==> config.mk <==
export PLATFORM = sky130hd
export DESIGN_NAME = fetch_sequencer
export DESIGN_NICKNAME = d
export VERILOG_FILES = /design/src/rtl/risc16_pkg.sv /design/src/rtl/instr_class_decoder.sv /design/src/rtl/fetch_sequencer.sv
export SDC_FILE = /design/constraint.sdc
export NUM_CORES = 1
export LEC_CHECK = 0
export CORE_MARGIN = 3
export CORE_UTILIZATION = 36
export DETAILED_ROUTE_END_ITERATION = 8
export MAX_ROUTING_LAYER = met4
export PLACE_DENSITY = 0.8
export SKIP_LAST_GASP = 1
export SYNTH_ARGS = -nofsm -noshare
export SYNTH_HDL_FRONTEND = slang
export SYNTH_SLANG_ARGS = --single-unit
==> constraint.sdc <==
create_clock -name clk0 -period 2.6 [get_ports clk0]
set_input_delay 0.52 -clock clk0 [delete_from_list [all_inputs] [get_ports clk0]]
set_output_delay 0.52 -clock clk0 [all_outputs]
set_load 0.005 [all_outputs]
==> src/rtl/risc16_pkg.sv <==
// Shared RiSC-16 definitions: field widths, opcodes, the halt encoding and the
// per-class PC stall counts.
package risc16_pkg;
  localparam int ADDR_W  = 6;
  localparam int INSTR_W = 16;

  typedef enum logic [2:0] {
    OP_ADD  = 3'b000,
    OP_ADDI = 3'b001,
    OP_NAND = 3'b010,
    OP_LUI  = 3'b011,
    OP_SW   = 3'b100,
    OP_LW   = 3'b101,
    OP_BEQ  = 3'b110,
    OP_JALR = 3'b111
  } opcode_e;

  localparam logic [INSTR_W-1:0] HALT_INSTR = 16'hE071;

  localparam logic [1:0] WAIT_ALU   = 2'd1;
  localparam logic [1:0] WAIT_CTRL  = 2'd2;
  localparam logic [1:0] WAIT_MEM   = 2'd3;
  localparam logic [1:0] WAIT_FETCH = 2'd3;

  typedef enum logic {
    ST_RUN  = 1'b0,
    ST_HALT = 1'b1
  } seq_state_e;

  typedef struct packed {
    logic [1:0]        wait_class;
    logic              is_beq;
    logic              is_jalr;
    logic              is_halt;
    logic [ADDR_W-1:0] beq_offset;
  } instr_class_t;
endpackage

==> src/rtl/instr_class_decoder.sv <==
// Classifies a fetched word into its stall class and control-flow kind.
// The beq offset is sign-extended and kept at address width, since PC math wraps mod 64.
module instr_class_decoder
  import risc16_pkg::*;
(
  input  logic [INSTR_W-1:0] rom_data,
  output instr_class_t       cls
);
  opcode_e op;
  logic [INSTR_W-1:0] sext_imm;

  assign op       = opcode_e'(rom_data[15:13]);
  assign sext_imm = {{(INSTR_W-7){rom_data[6]}}, rom_data[6:0]};

  always_comb begin
    cls            = '0;
    cls.wait_class = WAIT_ALU;
    cls.beq_offset = sext_imm[ADDR_W-1:0];
    cls.is_halt    = (rom_data == HALT_INSTR);
    unique case (op)
      OP_ADD, OP_ADDI, OP_NAND, OP_LUI: cls.wait_class = WAIT_ALU;
      OP_SW, OP_LW:                     cls.wait_class = WAIT_MEM;
      OP_BEQ: begin
        cls.wait_class = WAIT_CTRL;
        cls.is_beq     = 1'b1;
      end
      OP_JALR: begin
        cls.wait_class = WAIT_CTRL;
        cls.is_jalr    = 1'b1;
      end
      default: cls.wait_class = WAIT_ALU;
    endcase
  end
endmodule

==> src/rtl/fetch_sequencer.sv <==
// Sequences the RiSC-16 program counter: fetches at PC, picks the stall count
// and next address, and parks the machine once the halt instruction retires.
module fetch_sequencer
  import risc16_pkg::*;
(
  input  logic               clk0,
  input  logic               reset,
  input  logic [ADDR_W-1:0]  pc_addr,
  output logic [ADDR_W-1:0]  next_address,
  output logic [1:0]         wait_cycle,
  output logic [ADDR_W-1:0]  rom_addr,
  input  logic [INSTR_W-1:0] rom_data,
  input  logic               beq_equal,
  input  logic [INSTR_W-1:0] jalr_target,
  output logic [INSTR_W-1:0] instr,
  output logic               instr_valid,
  output logic [1:0]         phase,
  output logic               retire,
  output logic               halted
);
  seq_state_e        state_q, state_d;
  logic [1:0]        phase_q;
  logic [ADDR_W-1:0] pc_plus_one_q;
  instr_class_t      cls;
  logic              run;
  logic              decode;

  instr_class_decoder u_dec (
    .rom_data (rom_data),
    .cls      (cls)
  );

  assign run      = (state_q == ST_RUN);
  assign decode   = run && (phase_q != 2'd0);
  assign rom_addr = pc_addr;

  // Phase 0 always asks for 3 so the PC cannot load before rom_data is valid.
  always_comb begin
    wait_cycle   = WAIT_FETCH;
    next_address = pc_addr;
    state_d      = state_q;
    if (decode) begin
      wait_cycle = cls.wait_class;
      if (cls.is_halt)
        next_address = pc_addr;
      else if (cls.is_beq)
        next_address = beq_equal ? pc_plus_one_q + cls.beq_offset : pc_plus_one_q;
      else if (cls.is_jalr)
        next_address = jalr_target[ADDR_W-1:0];
      else
        next_address = pc_plus_one_q;
    end
    retire = run && (phase_q == wait_cycle);
    if (retire && cls.is_halt)
      state_d = ST_HALT;
  end

  // phase mirrors the PC's own counter, so it keeps running while halted.
  always_ff @(posedge clk0) begin
    if (!reset) begin
      state_q       <= ST_RUN;
      phase_q       <= 2'd0;
      pc_plus_one_q <= ADDR_W'(1);
    end else begin
      state_q <= state_d;
      phase_q <= (phase_q == wait_cycle) ? 2'd0 : phase_q + 2'd1;
      if (phase_q == 2'd0)
        pc_plus_one_q <= pc_addr + ADDR_W'(1);
    end
  end

  assign phase       = phase_q;
  assign instr_valid = decode;
  assign instr       = decode ? rom_data : '0;
  assign halted      = (state_q == ST_HALT);
endmodule

Word-level counts from Yosys, hierarchy flattened

Cells that the tools add are included.

Add/subtract/negate cells: 3
Equal/unequal tests: 9
Mux-type cells: 10
Bitwise logic cells: 2
Reductions and logical operators: 10

Operators by type and width:

| cell                                                                   | count |
|---|---|
| 6-bit 2-to-1 mux                                                       | 5 |
| 16-bit equality test (second input constant)                           | 1 |
| 16-bit 2-to-1 mux                                                      | 1 |
| 3-bit equality test (second input constant)                            | 4 |
| 6-bit by 1-bit adder with 6-bit output (second input constant)         | 1 |
| 6-bit adder                                                            | 1 |
| 3-bit by 2-bit equality test with 1-bit output (second input constant) | 2 |
| 2-bit case mux with 3 select lines                                     | 1 |
| 2-bit OR reduction                                                     | 3 |
| 4-bit OR reduction                                                     | 1 |
| 3-bit by 1-bit equality test with 1-bit output (second input constant) | 1 |
| 1-bit logical AND                                                      | 3 |
| 3-bit logical NOT                                                      | 1 |
| 2-bit by 1-bit adder with 2-bit output (second input constant)         | 1 |
| 2-bit equality test                                                    | 1 |
| 2-bit logical NOT                                                      | 1 |
| 1-bit 2-to-1 mux                                                       | 2 |
| 2-bit 2-to-1 mux                                                       | 1 |
| 1-bit inverter                                                         | 2 |
| 2-bit nonzero test                                                     | 1 |

Bits in registers: 9
Output and inout port bits: 35
Logic and storage cells: 37

Depth between registers and ports, before layout

Depth after elaboration: 7
Depth in mapped cells: 9

By module

A second synthesis with hierarchy kept.

Cell total of the unflattened synthesis: 158
Area total of the unflattened synthesis: 1139.8 sq um

Modules (own cells, without submodules):

| module              | instances | cells each | area each (sq um) | sequential area each (sq um) |
|---|---|---|---|---|
| fetch_sequencer     | 1         | 141        | 1023.5            | 180.2 |
| instr_class_decoder | 1         | 17         | 116.4             | 0.0 |

Worst setup path after synthesis

OpenSTA, ideal clock, no wires.

Kind: input -> output
Start point: in rom_data[0]
End point: out next_address[2]
Data arrival time: 1740 ps
Setup slack: 340 ps
Stages on the path: 8
Path buffers: 0
Path through: ha_1 inv_1 fa_1 xor2_1 nand2_1 mux2_2 o22ai_1 o21ai_2

Cells in the longest elaborated chain, start to end: 5

RTL lines:

| element            | line                  | text |
|---|---|---|
| start, declared    | fetch_sequencer.sv:12 | `input logic [INSTR_W-1:0] rom_data,` |
| 6-bit adder        | fetch_sequencer.sv:47 | `next_address = beq_equal ? pc_plus_one_q + cls.beq_offset : pc_plus_one_q;` |
| 6-bit 2-to-1 mux   | fetch_sequencer.sv:47 |  |
| 6-bit 2-to-1 mux   | fetch_sequencer.sv:46 | `else if (cls.is_beq)` |
| 6-bit 2-to-1 mux * | fetch_sequencer.sv:44 | `if (cls.is_halt)` |
| 6-bit 2-to-1 mux * | fetch_sequencer.sv:42 | `if (decode) begin` |
| end, declared      | fetch_sequencer.sv:9  | `output logic [ADDR_W-1:0] next_address,` |

Mark *: on every way between the ends. The rest lies on a longest branch, timed or not.

Worst setup path after layout

Start point: in rom_data[5]
End point: out next_address[0]

Cells in the longest elaborated chain, start to end: 3

RTL lines:

| element              | line                      | text |
|---|---|---|
| 16-bit equality test | instr_class_decoder.sv:19 | `cls.is_halt = (rom_data == HALT_INSTR);` |
| 6-bit 2-to-1 mux     | fetch_sequencer.sv:44     |  |
| 6-bit 2-to-1 mux     | fetch_sequencer.sv:42     |  |

Every way passes these cells.

==> results.txt <==
The standard cell core area is 2877 um2. The clock root buffer master is sky130_fd_sc_hd__clkbuf_4. By count the netlist is led by sky130_fd_sc_hd__and2_1 (15), sky130_fd_sc_hd__nand2_1 (12), sky130_fd_sc_hd__a21oi_1 (9), sky130_fd_sc_hd__dfxtp_1 (9), sky130_fd_sc_hd__inv_1 (9). The number of nets produced by synthesis is 194.

The post-synthesis cell count came out at 145. The number of slew-limit violations in the final report is 0. The final layout contains routed wiring with a total length of 3964 um. Of the total synthesized cell area, the portion taken by AND, OR, NAND and NOR gates is 33.08%. The post-route netlist has 35.90% of its cells at a drive strength greater than 1.

The HPWL after detailed placement is 2984 um. The synthesized design spends more area on one cell type than any other, namely sky130_fd_sc_hd__dfxtp_1. The critical path is of the in -> out type. For this design, the slowest cell found on the critical path is sky130_fd_sc_hd__clkdlybuf4s50_1. The maximum frequency from static timing analysis came out at 394.1 MHz. The count of unresolved DRC violations after routing is 0. The proportion of register bits with asynchronous set or reset after synthesis is 0%. Hold timing on the final database bottoms out at a slack of 0.5678 ns. The initialized floorplan defines 19 standard-cell rows. The number of distinct standard cells referenced by the synthesized netlist is 43. Entering global routing, the biggest net connects 20 pins.

The first-pass detailed-route iteration total is 4. The run finished with clean final reports. For this design, the CTS-stage hold fixing added 0 buffers. The summed instance area of the synthesized netlist came out at 1135 um2. STA classifies the critical path startpoint as an input port. The cell count after placement is 268. The total of endpoints with negative setup slack in the final report is 0. The total number of yosys warnings is 0.

The filler cell count is 232. The count of flip-flops with a built-in enable after synthesis came out at 0. The worst-case IR drop observed on VDD is 330.3 uV.

Broken down by cell family, the worst path's largest delay share belongs to buffers and inverters. The initial utilization of the core area, before any placement, comes to 39.45%. The time the final worst path needs with I/O delays and setup came out at 2.538 ns. The initial antenna violation count came out at 0. The clock transition at the registers of the reported paths is 0.07 ns. The later-pin clock latency in the skew report is 0.27 ns. The actual slew at the worst max-slew pin is 0.2990 ns. In this run the number of H-tree levels came out at 1. The endpoint type of the worst setup path is an output pin. Of all nets on the critical path, the largest fanout is 4. In this run the biggest area consumer among cell types represents 15.88% of the synthesized area. For the worst setup path, the data arrival time is 2.02 ns. For the worst setup path, the data required time is 2.08 ns.

In the post-synthesis netlist, the cell with the most instances is sky130_fd_sc_hd__and2_1. The die is 62.15 um wide. The number of clock buffers inserted by TritonCTS came out at 3. The via count of the first global-routing pass came out at 1419. Input and output buffers added on the ports amount to 65. The most frequently used flop master after synthesis is sky130_fd_sc_hd__dfxtp_1. After synthesis, the largest family of logic cells by area is simple AND/OR/NAND/NOR gates.

The die boundary height came out at 62.15 um. The total buffers and inverters traversed by the critical path is 4. The leakage power came out at 0.9740 nW.

Sorting the synthesized cells by area gives the leading types as sky130_fd_sc_hd__dfxtp_1 (16%), sky130_fd_sc_hd__and2_1 (8.3%), sky130_fd_sc_hd__ha_1 (7.7%). The tightest min-delay check is of the reg -> reg type. The remaining global-route overflow is 0.

For this block, the via count after detailed routing is 1375. The portion of the post-synthesis area used by sequential elements is 15.88%. At the end of the flow, the number of nets in the layout was 284.

The final hold violation count came out at 0. The worst max-slew margin expressed relative to the limit is 80.00%. The cell area power density came out at 504.8 nW/um2. The worst stage delay on the critical path came out at 0.47 ns.

Setup repair after global routing could not meet its margin everywhere. The finished layout holds 276 standard cells, fillers aside. Dividing the detail-routed wire length by the instance count gives 14.36 um. In the global route stage, overall resource usage came out at 20.31%.

Of the total synthesized cell area, the portion taken by XOR and XNOR cells is 5.402%. The floorplan step defined a die boundary enclosing 3862 um2. The post-synthesis to final-layout area growth came out at 88.09%. Walking the worst path, the cells encountered are clkdlybuf4s50_1 -> nand2_1 -> nor3_4 -> nand4_4 -> nand2_4 -> buf_6 -> buf_4 -> o21ai_2 -> dlygate4sd2_1. The vias per cell came out at 4.982. The synthesized-area fraction occupied by adder cells came out at 9.482%. The share of the clock period used by the worst path after layout came out at 97.60%. The number of maximum-capacitance constraint violations is 0. The worst-case clock skew came out at 0.003565 ns. The placer congestion estimate came out at 0.8287. The maximum clock insertion buffer count came out at 2.

The TritonCTS clock tree is yes. The detailed router finished its first iteration with 85 violations. In this run the count of I/O pins placed on the die edge is 76. A synthesized cell averages 7.826 um2. The repair_antennas step left the layout with diodes totalling 0. The compound-cell area share of the yosys netlist is 22.82%. The total clock sinks is 9. The wire length of the first global-routing pass is 6410 um. The detail route stage leaves a number of antenna-violating nets equal to 0. The number of synthesized register bits is 9. The multiplexer share of the synthesized area is 1.874%.
==> per-stage QoR <==
stage	setup TNS, ns	cell area (um2)	worst slack (ns)	util, %	power (mW)
6_report	0	2135	0.06231	74.21	1.078
5_1_grt	-0.05239	2135	-0.02866	74.21	1.157
4_1_cts	-0.003836	2090	-0.003836	72.64	1.040
3_5_place_dp	-3.681	1967	-0.7030	68.38	0.8925
3_3_place_gp	-3.547	1967	-0.7060	68.38	0.8778
2_1_floorplan	0	1135	0.3401	-	0.5245
==> flip-flops by register name, indices dropped and copies added (netlist names) <==
signal / count
halted: 1
pc_plus_one_q: 6
phase: 2
==> layer usage <==
| layer | wire length [um] | track usage [%] | vias to the layer above |
|---|---|---|---|
| li1 | - | - | 678 |
| met1 | 1638 | 23.19 | 638 |
| met2 | 2069 | 37.77 | 50 |
| met3 | 193 | 2.523 | 9 |
| met4 | 63 | 4.420 | 0 |
| met5 | 0 | - | - |
==> placed cells by master, fill, tap and decap left out, drive strengths merged, types with 3 or more instances in the layout <==
| cell | n |
|---|---|
| a21o | 3 |
| a21oi | 9 |
| a31oi | 4 |
| and2 | 15 |
| and3 | 5 |
| buf | 37 |
| clkbuf | 10 |
| clkdlybuf4s50 | 45 |
| dfxtp | 9 |
| dlygate4sd2 | 8 |
| dlymetal6s2s | 3 |
| ha | 7 |
| inv | 9 |
| nand2 | 18 |
| nor2 | 6 |
| nor3 | 5 |
| o211a | 4 |
| o21ai | 9 |
| xnor2 | 4 |
| xor2 | 3 |
==> power by group <==
group	internal [mW]	leakage (nW)	switching, mW
Clock	0.0594	0.0150	0.0530
Sequential	0.165	0.0748	0.0309
Combinational	0.444	0.884	0.325
Total	0.669	0.974	0.409
==> kinds of logic after synthesis <==
kind of cell | after synthesis
AND/OR/NAND/NOR | 60
AO/OA/AOI/OAI | 36
buffers and inverters | 23
flip-flops | 9
adder cells (fa/ha/maj) | 8
XOR/XNOR | 7
multiplexers | 2
==> worst paths after layout <==
kind              cells past startpoint                             to                     startpoint  slack [ns]
setup / recovery                      9                next_address[0]                    rom_data[5]        0.06
hold / removal                        1  pc_plus_one_q[5]$_SDFFE_PN0P_  pc_plus_one_q[5]$_SDFFE_PN0P_        0.57
setup reg to reg                      9            halted$_SDFFE_PN0P_            phase[0]$_SDFF_PP0_        0.80
hold reg to reg                       1  pc_plus_one_q[5]$_SDFFE_PN0P_  pc_plus_one_q[5]$_SDFFE_PN0P_        0.57
==> repair_timing <==
| item | CTS | global route |
|---|---|---|
| gates cloned | 0 | 0 |
| setup buffers | 2 | 2 |
| pin swaps | 15 | 18 |
| gates resized for setup | 48 | 25 |
| endpoints found under the setup margin | 7 | 21 |
==> cell type report <==
class                           count  area (um2)  area share, %
Inverter                            9       33.78          1.583
Clock buffer                        4       26.28          1.231
Timing Repair Buffer               99       878.3          41.15
Tap cell                           42       52.55          2.462
Multi-Input combinational cell    113       959.7          44.96
Sequential cell                     9       183.9          8.617
No activity file was read; power rests on OpenSTA's default activity.
